--- src/rtl/alu_input_ctrl_if.sv ---
// Board-side bundle between the switches/buttons and the ALU operand/command inputs.
interface alu_input_ctrl_if #(
  parameter int N = 4
);
  logic [N-1:0] sw;
  logic         btn_load_raw;
  logic         btn_mode_raw;
  logic [N-1:0] in1;
  logic [N-1:0] in2;
  logic [2:0]   mode;
  logic         click;
  logic         valid;
  logic [1:0]   state;

  modport master (
    output sw, btn_load_raw, btn_mode_raw,
    input  in1, in2, mode, click, valid, state
  );

  modport slave (
    input  sw, btn_load_raw, btn_mode_raw,
    output in1, in2, mode, click, valid, state
  );
endinterface

--- src/rtl/alu_input_ctrl.sv ---
// Debounces the load/mode buttons, sequences operand capture A -> B -> READY,
// and steps the ALU mode with a one-cycle click on every mode press.
module alu_input_ctrl #(
  parameter int N         = 4,
  parameter int DB_CYCLES = 4
) (
  input logic             clk,
  input logic             rst,
  alu_input_ctrl_if.slave bus
);

  localparam int CW = (DB_CYCLES > 1) ? $clog2(DB_CYCLES) : 1;
  localparam logic [CW-1:0] CNT_MAX = CW'(DB_CYCLES - 1);

  typedef enum logic [1:0] {
    LOAD_A = 2'd0,
    LOAD_B = 2'd1,
    READY  = 2'd2
  } state_e;

  // Index 0 is the load button, index 1 the mode button.
  logic [1:0]    raw;
  logic [1:0]    s1_q, s2_q, db_q, dbl_q, p_q;
  logic [CW-1:0] cnt_q [2];

  state_e        state_q;
  logic [N-1:0]  in1_q, in2_q;
  logic [2:0]    mode_q;
  logic          click_q, valid_q;
  logic          pl, pm;

  assign raw = {bus.btn_mode_raw, bus.btn_load_raw};
  assign pl  = p_q[0];
  assign pm  = p_q[1];

  // Edge pulse is taken from the registered debounced level, so it trails db by one edge.
  always_ff @(posedge clk) begin
    for (int i = 0; i < 2; i++) begin
      if (rst) begin
        s1_q[i]  <= 1'b0;
        s2_q[i]  <= 1'b0;
        db_q[i]  <= 1'b0;
        dbl_q[i] <= 1'b0;
        p_q[i]   <= 1'b0;
        cnt_q[i] <= '0;
      end else begin
        s1_q[i]  <= raw[i];
        s2_q[i]  <= s1_q[i];
        dbl_q[i] <= db_q[i];
        p_q[i]   <= db_q[i] & ~dbl_q[i];
        if (s2_q[i] == db_q[i]) begin
          cnt_q[i] <= '0;
        end else if (cnt_q[i] == CNT_MAX) begin
          db_q[i]  <= s2_q[i];
          cnt_q[i] <= '0;
        end else begin
          cnt_q[i] <= cnt_q[i] + 1'b1;
        end
      end
    end
  end

  always_ff @(posedge clk) begin
    if (rst) begin
      state_q <= LOAD_A;
      in1_q   <= '0;
      in2_q   <= '0;
      valid_q <= 1'b0;
      mode_q  <= 3'd0;
      click_q <= 1'b0;
    end else begin
      if (pl) begin
        case (state_q)
          LOAD_A: begin
            in1_q   <= bus.sw;
            state_q <= LOAD_B;
          end
          LOAD_B: begin
            in2_q   <= bus.sw;
            valid_q <= 1'b1;
            state_q <= READY;
          end
          READY: begin
            valid_q <= 1'b0;
            state_q <= LOAD_A;
          end
          default: begin
            valid_q <= 1'b0;
            state_q <= LOAD_A;
          end
        endcase
      end
      click_q <= pm;
      if (pm) mode_q <= mode_q + 3'd1;
    end
  end

  assign bus.in1   = in1_q;
  assign bus.in2   = in2_q;
  assign bus.mode  = mode_q;
  assign bus.click = click_q;
  assign bus.valid = valid_q;
  assign bus.state = state_q;

endmodule

--- src/flat_wrapper.sv ---
// flat-port wrapper written by rule: the top's interface ports become plain ports
module alu_input_ctrl_flat 
#(
  parameter int N         = 4,
  parameter int DB_CYCLES = 4
)
  (clk, rst, bus_sw, bus_btn_load_raw, bus_btn_mode_raw, bus_in1, bus_in2, bus_mode, bus_click, bus_valid, bus_state);
  alu_input_ctrl_if #(.N(N)) bus_i ();
  input logic clk;
  input logic rst;
  input wire logic [$bits(bus_i.sw)-1:0] bus_sw;
  input wire logic [$bits(bus_i.btn_load_raw)-1:0] bus_btn_load_raw;
  input wire logic [$bits(bus_i.btn_mode_raw)-1:0] bus_btn_mode_raw;
  output wire logic [$bits(bus_i.in1)-1:0] bus_in1;
  output wire logic [$bits(bus_i.in2)-1:0] bus_in2;
  output wire logic [$bits(bus_i.mode)-1:0] bus_mode;
  output wire logic [$bits(bus_i.click)-1:0] bus_click;
  output wire logic [$bits(bus_i.valid)-1:0] bus_valid;
  output wire logic [$bits(bus_i.state)-1:0] bus_state;
  assign bus_i.sw = bus_sw;
  assign bus_i.btn_load_raw = bus_btn_load_raw;
  assign bus_i.btn_mode_raw = bus_btn_mode_raw;
  assign bus_in1 = bus_i.in1;
  assign bus_in2 = bus_i.in2;
  assign bus_mode = bus_i.mode;
  assign bus_click = bus_i.click;
  assign bus_valid = bus_i.valid;
  assign bus_state = bus_i.state;
  alu_input_ctrl #(.N(N), .DB_CYCLES(DB_CYCLES)) u_core (.clk(clk), .rst(rst), .bus(bus_i));
endmodule
--- config.mk ---
export PLATFORM = sky130hd
export DESIGN_NAME = alu_input_ctrl_flat
export DESIGN_NICKNAME = d
export VERILOG_FILES = /design/src/rtl/alu_input_ctrl_if.sv /design/src/rtl/alu_input_ctrl.sv /design/src/flat_wrapper.sv
export SDC_FILE = /design/constraint.sdc
export NUM_CORES = 1
export LEC_CHECK = 0
export BUFFER_PORTS_ARGS = -buffer_cell sky130_fd_sc_hd__buf_2
export CAP_MARGIN = 10
export CORE_MARGIN = 2
export CORE_UTILIZATION = 35
export CTS_CLUSTER_SIZE = 30
export DETAILED_ROUTE_END_ITERATION = 8
export PLACE_DENSITY = 0.56
export RECOVER_POWER = 25
export SLEW_MARGIN = 15
export SYNTH_ARGS = -nofsm -noshare
export SYNTH_HDL_FRONTEND = slang
export SYNTH_SLANG_ARGS = --single-unit
--- constraint.sdc ---
create_clock -name clk -period 1 [get_ports clk]
set_input_delay 0.2 -clock clk [delete_from_list [all_inputs] [get_ports clk]]
set_output_delay 0.2 -clock clk [all_outputs]
set_load 0.02 [all_outputs]
==> results of run 1 <==
[flip-flops by register name (all words and copies together) (netlist names)]
signal and count:
u_core.cnt_q 4, u_core.s1_q 2, u_core.bus.valid 1, u_core.bus.in2 4, u_core.bus.click 1, u_core.s2_q 2
u_core.p_q 2, u_core.dbl_q 2, u_core.db_q 2, u_core.bus.in1 4, u_core.bus.state 2, u_core.bus.mode 3
[per-layer routing]
| layer | up-vias | wire (µm) | global-route usage, % |
|---|---|---|---|
| li1 | 392 | - | - |
| met1 | 356 | 781 | 14.23 |
| met2 | 18 | 912 | 19.15 |
| met3 | 6 | 100 | 6.769 |
| met4 | 0 | 40 | 6.818 |
| met5 | - | 0 | 0 |
[layout by cell type (no fill, tap or decap), drive strengths merged]
cell type,instances
clkinv,1
nand3b,2
edfxtp,4
a21bo,1
ha,3
nor4,2
xnor2,3
nor4b,2
nor3b,1
conb,4
nor2,4
or3b,1
nor2b,9
a21oi,4
dfxtp,25
clkbuf,8
mux2i,11
a211oi,1
nand2b,14
buf,35
[layout make-up]
class / instances / area (µm²)
Fill cell: 273 / 1359
Sequential cell: 29 / 645.6
Multi-Input combinational cell: 62 / 541.8
Timing Repair Buffer: 36 / 320.3
Clock buffer: 7 / 65.06
Tap cell: 33 / 41.29
Clock inverter: 1 / 5.005
[how the worst min path moves through the flow]
stage / startpoint / to / slack, ps / cells after the start
3_3_place_gp: u_core.dbl_q[0] / u_core.p_q[0] / 370 / 1
5_1_grt: bus_btn_load_raw / u_core.s1_q[0] / 70 / 2
4_1_cts: bus_btn_load_raw / u_core.s1_q[0] / 70 / 2
3_5_place_dp: u_core.dbl_q[0] / u_core.p_q[0] / 380 / 1
2_1_floorplan: rst / u_core.dbl_q[0] / 280 / 1
6_report: bus_btn_load_raw / u_core.s1_q[0] / 90 / 2
[power by group through the flow]
stage                     sequential, mW  combinational [mW]  clock, mW
after detailed placement            1.23              0.0868          0
final                               1.21               0.118      0.791
after global placement              1.23              0.0836          0
after floorplan                     1.23              0.0524          0
after CTS                           1.20               0.114      0.824
after global routing                1.21               0.129      0.889
[metrics by stage]
| stage | area [µm²] | hold slack, ps |
|---|---|---|
| final | 1619 | 90.99 |
| after global routing | 1619 | 68.61 |
| after CTS | 1563 | 72.26 |
| after detailed placement | 1279 | 381.5 |
| after global placement | 1279 | 372.8 |
| after floorplan | 1097 | 279.1 |
[logic make-up after synthesis]
| logic type | Yosys count | synth area share [%] |
|---|---|---|
| mux | 11 | 10.26 |
| flops | 29 | 57.81 |
| fa+ha+maj | 3 | 3.497 |
| compound gates | 6 | 3.497 |
| simple gates | 35 | 20.98 |
| other cells | 1 | 0.3493 |
| buf+inv | 3 | 1.165 |
| xor+xnor | 3 | 2.448 |
[what timing repair did]
| item | CTS | global route |
|---|---|---|
| pin swaps | 4 | 3 |
| setup buffers | 6 | 4 |
| setup endpoints to repair | 19 | 26 |
| resized for setup | 51 | 6 |
==> key figures, run 1 <==
Critical path
  – Critical path launch point: u_core.cnt_q[1][0]
  – Worst Path Required: 1150 ps
  – CP bufs+invs: 0
  – CP max stage delay: between 400 and 500 ps
  – FF-to-FF End: u_core.cnt_q[1][0]
  – Critical Path End: u_core.cnt_q[1][0]
  – R2r worst-path depth: 2
  – WP depth: 2
  – RR Startpoint: u_core.cnt_q[1][0]
  – Critical Path AT: 1200 ps
  – FF-to-FF setup slack: -50 ps
  – CP max-delay cell: edfxtp_1
  – Critical path type: reg2reg
  – CP top delay family: flip-flops
  – Crit end category: register
  – Crit-path cells: ha_4 -> nor4_4
  – Worst-path fanout max: 3
  – Nature of the critical path startpoint: register

Synth
  – Cells after synthesis: roughly 90
  – FF+latch count, synth: 29
  – Post-synth EDFFs: 4
  – Commonest cells post-synth: dfxtp_1 (25), nand2b_1 (14), mux2i_1 (11), nor2b_1 (9)
  – Yosys cell types: 19
  – Synth warn: 0
  – Register area share after synthesis: about 58%
  – Post-synthesis cell area: 0.001074 mm²
  – Synth async-reset ratio: 0%
  – Top cells by area, synth: dfxtp_1 (47%), edfxtp_1 (11%), mux2i_1 (10%)
  – Area share of the leading cell type in the synthesized netlist: 46.62%
  – Post-synthesis cell type with the largest combined area: dfxtp_1
  – Ys flop type: dfxtp_1
  – Syn Area/Cell: 11.80 µm²
  – Most common cell in the netlist: dfxtp_1

Pwr
  – Pleak: 0.6838 nW
  – Net Sw Power: 0.4499 mW
  – Register share of total power: 57.0%
  – Maximum vdd drop: 0.7876 mV
  – Int Power: 1.664 mW
  – Clock share of power: 37.4%
  – PD cells: 1306 mW/mm²
  – Sw Share: 21.28%
  – Total power: 2.114 mW
  – Combinational power share: 5.6%

CTS
  – Worst-case clock buffer depth: 2
  – TritonCTS clock tree: built
  – Number of CTS-inserted buffers: 5
  – Clock Pin Slew Worst Setup and Hold Paths: 90 ps
  – Clock Latency Late Sink: 320 ps
  – CTS root buffer: clkbuf_4
  – Max H-tree Level: 2
  – Clock Sink Count: 29
  – CTS Hold Buffers Added: 0

STA
  – Clk_skew: 4.628 ps
  – Worst setup margin: -52.34 ps
  – Setup TNS: -188.4 ps
  – Fin. max-slew vios: 0
  – Final setup viols: 7
  – Fin crit share: 105.2%
  – F_max: 950.3 MHz
  – Fin. Hold Viols: 0
  – RSZ-0062 raised after global routing: true
  – Final min period: about 1100 ps

Global route
  – First-pass GRT wire length: 3180 µm
  – Largest net degree at the start of global routing: 32
  – Vias in the first global route: 748
  – Antenna violations before repair: 0
  – GR Util All Layers: 12.65%
  – Grt ovf: 0

Hold path
  – Hold WC Path Type: in2reg

Floorplan
  – Die area: around 0.0035 mm²
  – Placeable core area: 0.002978 mm²
  – Io pins: 23
  – FP Rows: 20
  – Starting density of the core: 36.05%
  – Chip Width: 59.38 µm
  – Die Height: 59.38 µm

Detailed routing
  – Wirelength per Cell: 10.92 µm
  – DRC viols: 0
  – Drt total wl: 1835 µm
  – 1st-iter DRT viols: 5
  – Final ANT Viol Nets: 0
  – Detailed Routing Iterations Pass 1: 2
  – DR vias/cell: 4.595
  – Via count: 772

Flow run
  – # Max-Cap Violations: 0

Final layout
  – Syn-to-layout area delta: 50.82%
  – N_diodes: 0
  – Final non-filler cell total: 168
  – Layout cells sized above 1: approximately half
  – Final core utilization: 54.37%
  – Post-layout nets: 145

Placed design
  – Pre-CTS setup slack: -72.70 ps
  – Final GP Congestion: 0.6532
  – Placed cells: 150
  – Count of buffers from port buffering: 22
  – Dpl hpwl: 1128 µm

Outcome
  – Failing checks: setup timing
  – Outcome: complete, but fails checks
No activity file was read; power rests on OpenSTA's default activity.
==> run 2: changes to the inputs <==
--- a/config.mk
+++ b/config.mk
@@ -11,7 +11,7 @@
 export CORE_UTILIZATION = 35
 export CTS_CLUSTER_SIZE = 30
 export DETAILED_ROUTE_END_ITERATION = 8
-export PLACE_DENSITY = 0.56
+export PLACE_DENSITY = 0.65
 export RECOVER_POWER = 25
 export SLEW_MARGIN = 15
 export SYNTH_ARGS = -nofsm -noshare
==> run 2 against run 1 <==
The run still ends with setup timing left. First-iteration DRC count increased by 40%. Non-clock buffer count decreased by 3. Register-to-register slack about the same. Sequential share of layout area increased by 1.7 points. Critical path depth unchanged. Critical endpoint is now u_core.cnt_q[0][1].
==> key figures, run 2 (synthesis results as in run 1) <==
Detailed routing
  – Detailed Routing Iterations Pass 1: 3
  – DR vias/cell: ~4.7
  – Final ANT Viol Nets: 0
  – Via count: 768
  – 1st-iter DRT viols: 7
  – Wirelength per Cell: 11.42 µm
  – Drt total wl: 1884 µm
  – DRC viols: 0

STA
  – Setup TNS: -253.6 ps
  – Clk_skew: 12.68 ps
  – Final min period: 1061 ps
  – Final setup viols: 8
  – Fin. Hold Viols: 0
  – Fin crit share: 106.1%
  – F_max: 942.7 MHz
  – Worst setup margin: -60.73 ps
  – Fin. max-slew vios: 0
  – Worst hold slack: 72.27 ps
  – RSZ-0062 raised after global routing: true

Critical path
  – CP max stage delay: 430 ps
  – Worst-path fanout max: 1
  – Worst Path Required: 1070 ps
  – Crit-path cells: ha_4 -> nor4b_4
  – Critical Path AT: 1130 ps
  – Critical path type: reg2reg
  – CP max-delay cell: edfxtp_1
  – Nature of the critical path startpoint: register
  – Crit end category: register

Final layout
  – Layout cells sized above 1: roughly 50%
  – Post-layout nets: 142
  – Final non-filler cell total: between 150 and 200
  – Fill cell count: 255
  – Multi-input gate area: 535.5 µm²
  – Final core utilization: 52.35%
  – Commonest cells after routing, fill and taps aside: buf_6 (15), nand2b_1 (14), dfxtp_2 (13), mux2i_1 (11), buf_4 (10)
  – Syn-to-layout area delta: 45.22%
  – N_diodes: 0
  – Register area: 648.1 µm²
  – Most common cell after layout, fill and taps aside: buf_6

Global route
  – Grt ovf: 0
  – Antenna violations before repair: 0
  – Vias in the first global route: between 700 and 800
  – GR Util All Layers: 12.61%
  – Largest net degree at the start of global routing: 26
  – First-pass GRT wire length: 3139 µm

Pwr
  – PD cells: 1265 mW/mm²
  – Total power: 1.971 mW
  – Pleak: between 0.6 and 0.7 nW
  – Maximum vdd drop: 0.7614 mV

Floorplan
  – Starting density of the core: roughly 36%
  – Die area: 0.003526 mm²
  – FP Rows: 20
  – Chip Width: ~60 µm
  – Placeable core area: 0.002978 mm²
  – Io pins: 23
  – Die Height: 59.38 µm

CTS
  – Clock Latency Late Sink: 330 ps
  – Clock Pin Slew Worst Setup and Hold Paths: 90 ps
  – TritonCTS clock tree: built
  – Number of CTS-inserted buffers: 5
  – CTS root buffer: clkbuf_4
  – CTS Hold Buffers Added: 0
  – Max H-tree Level: 2
  – Clock Sink Count: 29
  – Worst-case clock buffer depth: 2

Placed design
  – Placed cells: 150
  – Count of buffers from port buffering: 22
  – Dpl hpwl: 1235 µm
  – Final GP Congestion: 0.6333

Outcome
  – Outcome: complete, but fails checks
  – Failing checks: setup timing

Flow run
  – # Max-Cap Violations: 0

Hold path
  – Hold WC Path Type: in2reg
==> run 2: cell count changes in the layout (fill, tap and decap cells not counted) <==
cell | previous run | this run
clkinv_2 | 1 | 2
buf_4 | 13 | 10
dfxtp_4 | 2 | 3
buf_12 | 1 | 0
nor4_1 | 0 | 1
clkbuf_1 | 1 | 2
buf_2 | 6 | 7
nor4_2 | 1 | 0
clkbuf_8 | 2 | 0
dfxtp_2 | 14 | 13
==> run 2: area by class of cell <==
class | count | share of cell area [%]
Tap cell | 33 | 2.648
Timing Repair Buffer | 33 | 18.14
Sequential cell | 29 | 41.57
Clock inverter | 2 | 0.6421
Multi-Input combinational cell | 62 | 34.35
Clock buffer | 6 | 2.648
==> run 2: routing by layer <==
metal  routed length (µm)  track usage, %  up-vias
met3                  104           7.860        5
li1                     -               -      386
met1                  778           12.18      359
met5                    0               0        -
met2                  972           21.04       18
met4                   29           5.844        0
==> run 2: worst paths after layout <==
path                            from                  to  slack, ps  depth (start not counted)
setup / recovery  u_core.cnt_q[0][1]  u_core.cnt_q[0][1]        -60                          2
hold / removal      bus_btn_mode_raw      u_core.s1_q[1]         70                          2
hold reg to reg      u_core.dbl_q[0]       u_core.p_q[0]        380                          1
setup reg to reg  u_core.cnt_q[0][1]  u_core.cnt_q[0][1]        -60                          2
==> run 2: critical path, delay by kind of cell, from the launching register on <==
family,cells,cell delay [ps]
and+or+nand+nor,1,120
DFF,1,430
adders and majority gates,1,260
==> run 2: per-stage QoR <==
| step | setup WS, ps | cell area [µm²] |
|---|---|---|
| after floorplan | -25.02 | 1097 |
| after global placement | -38.77 | 1266 |
| after detailed placement | -83.11 | 1266 |
| after CTS | -83.39 | 1469 |
| after global routing | -86.62 | 1559 |
| final | -60.73 | 1559 |
==> run 2: repair_timing <==
item | 4_1_cts | 5_1_grt
setup buffers | 4 | 3
setup endpoints to repair | 23 | 29
resized for setup | 45 | 12
pin swaps | 2 | 1
==> run 2: report_power, final <==
group,internal (mW),total [mW],switching (mW)
Combinational,0.0595,0.111,0.0511
Clock,0.267,0.658,0.391
Sequential,1.19,1.20,0.0129
==> run 3: changes to the inputs <==
--- a/config.mk
+++ b/config.mk
@@ -11,7 +11,7 @@
 export CORE_UTILIZATION = 35
 export CTS_CLUSTER_SIZE = 30
 export DETAILED_ROUTE_END_ITERATION = 8
-export PLACE_DENSITY = 0.65
+export PLACE_DENSITY = 0.63
 export RECOVER_POWER = 25
 export SLEW_MARGIN = 15
 export SYNTH_ARGS = -nofsm -noshare
==> constraint.sdc (replaced) <==
create_clock -name clk -period 1.2 [get_ports clk]
set_input_delay 0.24 -clock clk [delete_from_list [all_inputs] [get_ports clk]]
set_output_delay 0.24 -clock clk [all_outputs]
set_load 0.02 [all_outputs]
==> run 3 against run 2 <==
The run now ends clean. Sequential share of layout area grew 5.9 points. Largest power group unchanged. Final cell count shrank 5.5%. Clock power grew 1%. Combinational power shrank 40%. Via count shrank 4.3%. Setup slack gained 140 ps. First-iteration DRC count grew 29%.
==> key figures, run 3 (synthesis results as in run 1) <==
Detailed routing
  – Via count: 735
  – Wirelength per Cell: 11.04 µm
  – DR vias/cell: 4.712
  – Drt total wl: 1723 µm
  – Final ANT Viol Nets: 0
  – DRC viols: 0
  – Detailed Routing Iterations Pass 1: 4
  – 1st-iter DRT viols: 9

Floorplan
  – Io pins: 23
  – Die Height: 59.38 µm
  – FP Rows: 20
  – Placeable core area: 0.002978 mm²
  – Chip Width: 59.38 µm
  – Starting density of the core: 36.05%
  – Die area: 0.003526 mm²

Pwr
  – Clock share of power: about two fifths
  – Maximum vdd drop: 0.8120 mV
  – Int Power: 1.370 mW
  – Sw Share: 21.11%
  – Net Sw Power: 0.3667 mW
  – Pleak: 0.5845 nW
  – PD cells: 1322 mW/mm²
  – Combinational power share: roughly 3.8%
  – Register share of total power: roughly 58%

Flow run
  – # Max-Cap Violations: 0

Critical path
  – Crit end category: primary output
  – Crit-path cells: buf_2
  – CP top delay family: flip-flops
  – Critical path type: reg2out
  – FF-to-FF End: u_core.cnt_q[0][1]
  – CP max-delay cell: dfxtp_2
  – R2r worst-path depth: 2
  – Critical Path AT: 880 ps
  – RR Startpoint: u_core.cnt_q[0][0]
  – Worst-path fanout max: 6
  – CP max stage delay: 390 ps
  – FF-to-FF setup slack: 80 ps
  – Nature of the critical path startpoint: register
  – CP bufs+invs: 1
  – Critical path launch point: u_core.bus.state[0]
  – Worst Path Required: 960 ps

Global route
  – First-pass GRT wire length: 2973 µm
  – Grt ovf: 0
  – GR Util All Layers: a little under an eighth
  – Antenna violations before repair: 0
  – Vias in the first global route: 697
  – Largest net degree at the start of global routing: 26

STA
  – Fin. max-slew vios: 0
  – Worst setup margin: 76.71 ps
  – RSZ-0062 raised after global routing: false
  – Final setup viols: 0
  – Final min period: 1123 ps
  – Fin crit share: 93.61%
  – Setup TNS: 0 ps
  – F_max: 890.2 MHz
  – Clk_skew: 6.864 ps
  – Fin. Hold Viols: 0

CTS
  – Clock Sink Count: 29
  – Max H-tree Level: 2
  – Number of CTS-inserted buffers: 5
  – Clock Pin Slew Worst Setup and Hold Paths: roughly 90 ps
  – Clock Latency Late Sink: 320 ps
  – CTS Hold Buffers Added: 0
  – # Post-CTS Setup Buffers: 0
  – Worst-case clock buffer depth: 2
  – CTS root buffer: clkbuf_4
  – TritonCTS clock tree: built

Final layout
  – Final non-filler cell total: 156
  – Fill cell count: 298
  – Most common cell after layout, fill and taps aside: dfxtp_1
  – Syn-to-layout area delta: 22.38%
  – Commonest cells after routing, fill and taps aside: dfxtp_1 (23), buf_2 (21), nand2b_1 (14), mux2i_1 (11), nor2b_1 (9)
  – Post-layout nets: 133
  – Layout cells sized above 1: 29.27%
  – N_diodes: 0
  – Final core utilization: 44.12%

Placed design
  – Count of buffers from port buffering: 22
  – Final GP Congestion: 0.6947
  – Dpl hpwl: 1219 µm
  – Pre-CTS setup slack: between 50 and 60 ps
  – Placed cells: 148

Hold path
  – Hold WC Path Type: in2reg
  – Worst Hold Launch: bus_btn_mode_raw
  – WHS Path Cells: 2
  – Min-Delay Endpoint: u_core.s1_q[1]

Outcome
  – Outcome: complete, no violations
run 3: cell types whose count changed in the layout (fill, tap and decap cells not counted), sizes merged:
cell    change
buf        -10
clkbuf      +2
clkinv      -1
run 3: area by class of cell:
cell class / count / area [µm²] / share of cell area, %
clock buffers: 7 / 65.06 / 4.952
well taps: 33 / 41.29 / 3.143
flip-flops and latches: 29 / 623.1 / 47.43
multi-input cells: 62 / 457.9 / 34.86
clock inverters: 1 / 5.005 / 0.3810
repair buffers: 24 / 121.4 / 9.238
run 3: metal layers:
layer  up-vias  GRT usage [%]  routed length, µm
met3         7          5.240                114
met1       340          13.03                766
met2        18          18.37                795
li1        370              -                  -
met4         0          7.792                 46
met5         -              0                  0
run 3: how the worst max path moves through the flow:
| stage | endpoint | cells after the start | slack [ps] |
|---|---|---|---|
| floorplan | u_core.bus.in1[2] | 2 | 150 |
| global placement | u_core.cnt_q[1][1] | 2 | 130 |
| detailed placement | u_core.cnt_q[0][1] | 2 | 50 |
| CTS | u_core.cnt_q[0][1] | 2 | 30 |
| global route | u_core.cnt_q[1][0] | 2 | 7 |
| finish | bus_state[0] | 1 | 80 |
run 3: per-stage QoR:
stage	cell area, µm²	hold slack [ps]	power [mW]
final	1314	130.6	1.737
after global routing	1314	116.2	1.822
after CTS	1311	118.0	1.766
after detailed placement	1239	378.1	1.096
after global placement	1239	373.0	1.092
after floorplan	1085	319.1	1.070
run 3: timing repair:
action | CTS | global route
setup endpoints to repair | 2 | 1
pin swaps | 0 | 0
resized for setup | 2 | 1
hold endpoints to repair | 0 | 0
run 3: power by group through the flow:
| stage | combinational (mW) | sequential, mW | clock, mW |
|---|---|---|---|
| after floorplan | 0.0420 | 1.03 | 0 |
| after global placement | 0.0643 | 1.03 | 0 |
| after detailed placement | 0.0672 | 1.03 | 0 |
| after CTS | 0.0673 | 1.01 | 0.692 |
| after global routing | 0.0742 | 1.01 | 0.739 |
| final | 0.0662 | 1.01 | 0.665 |
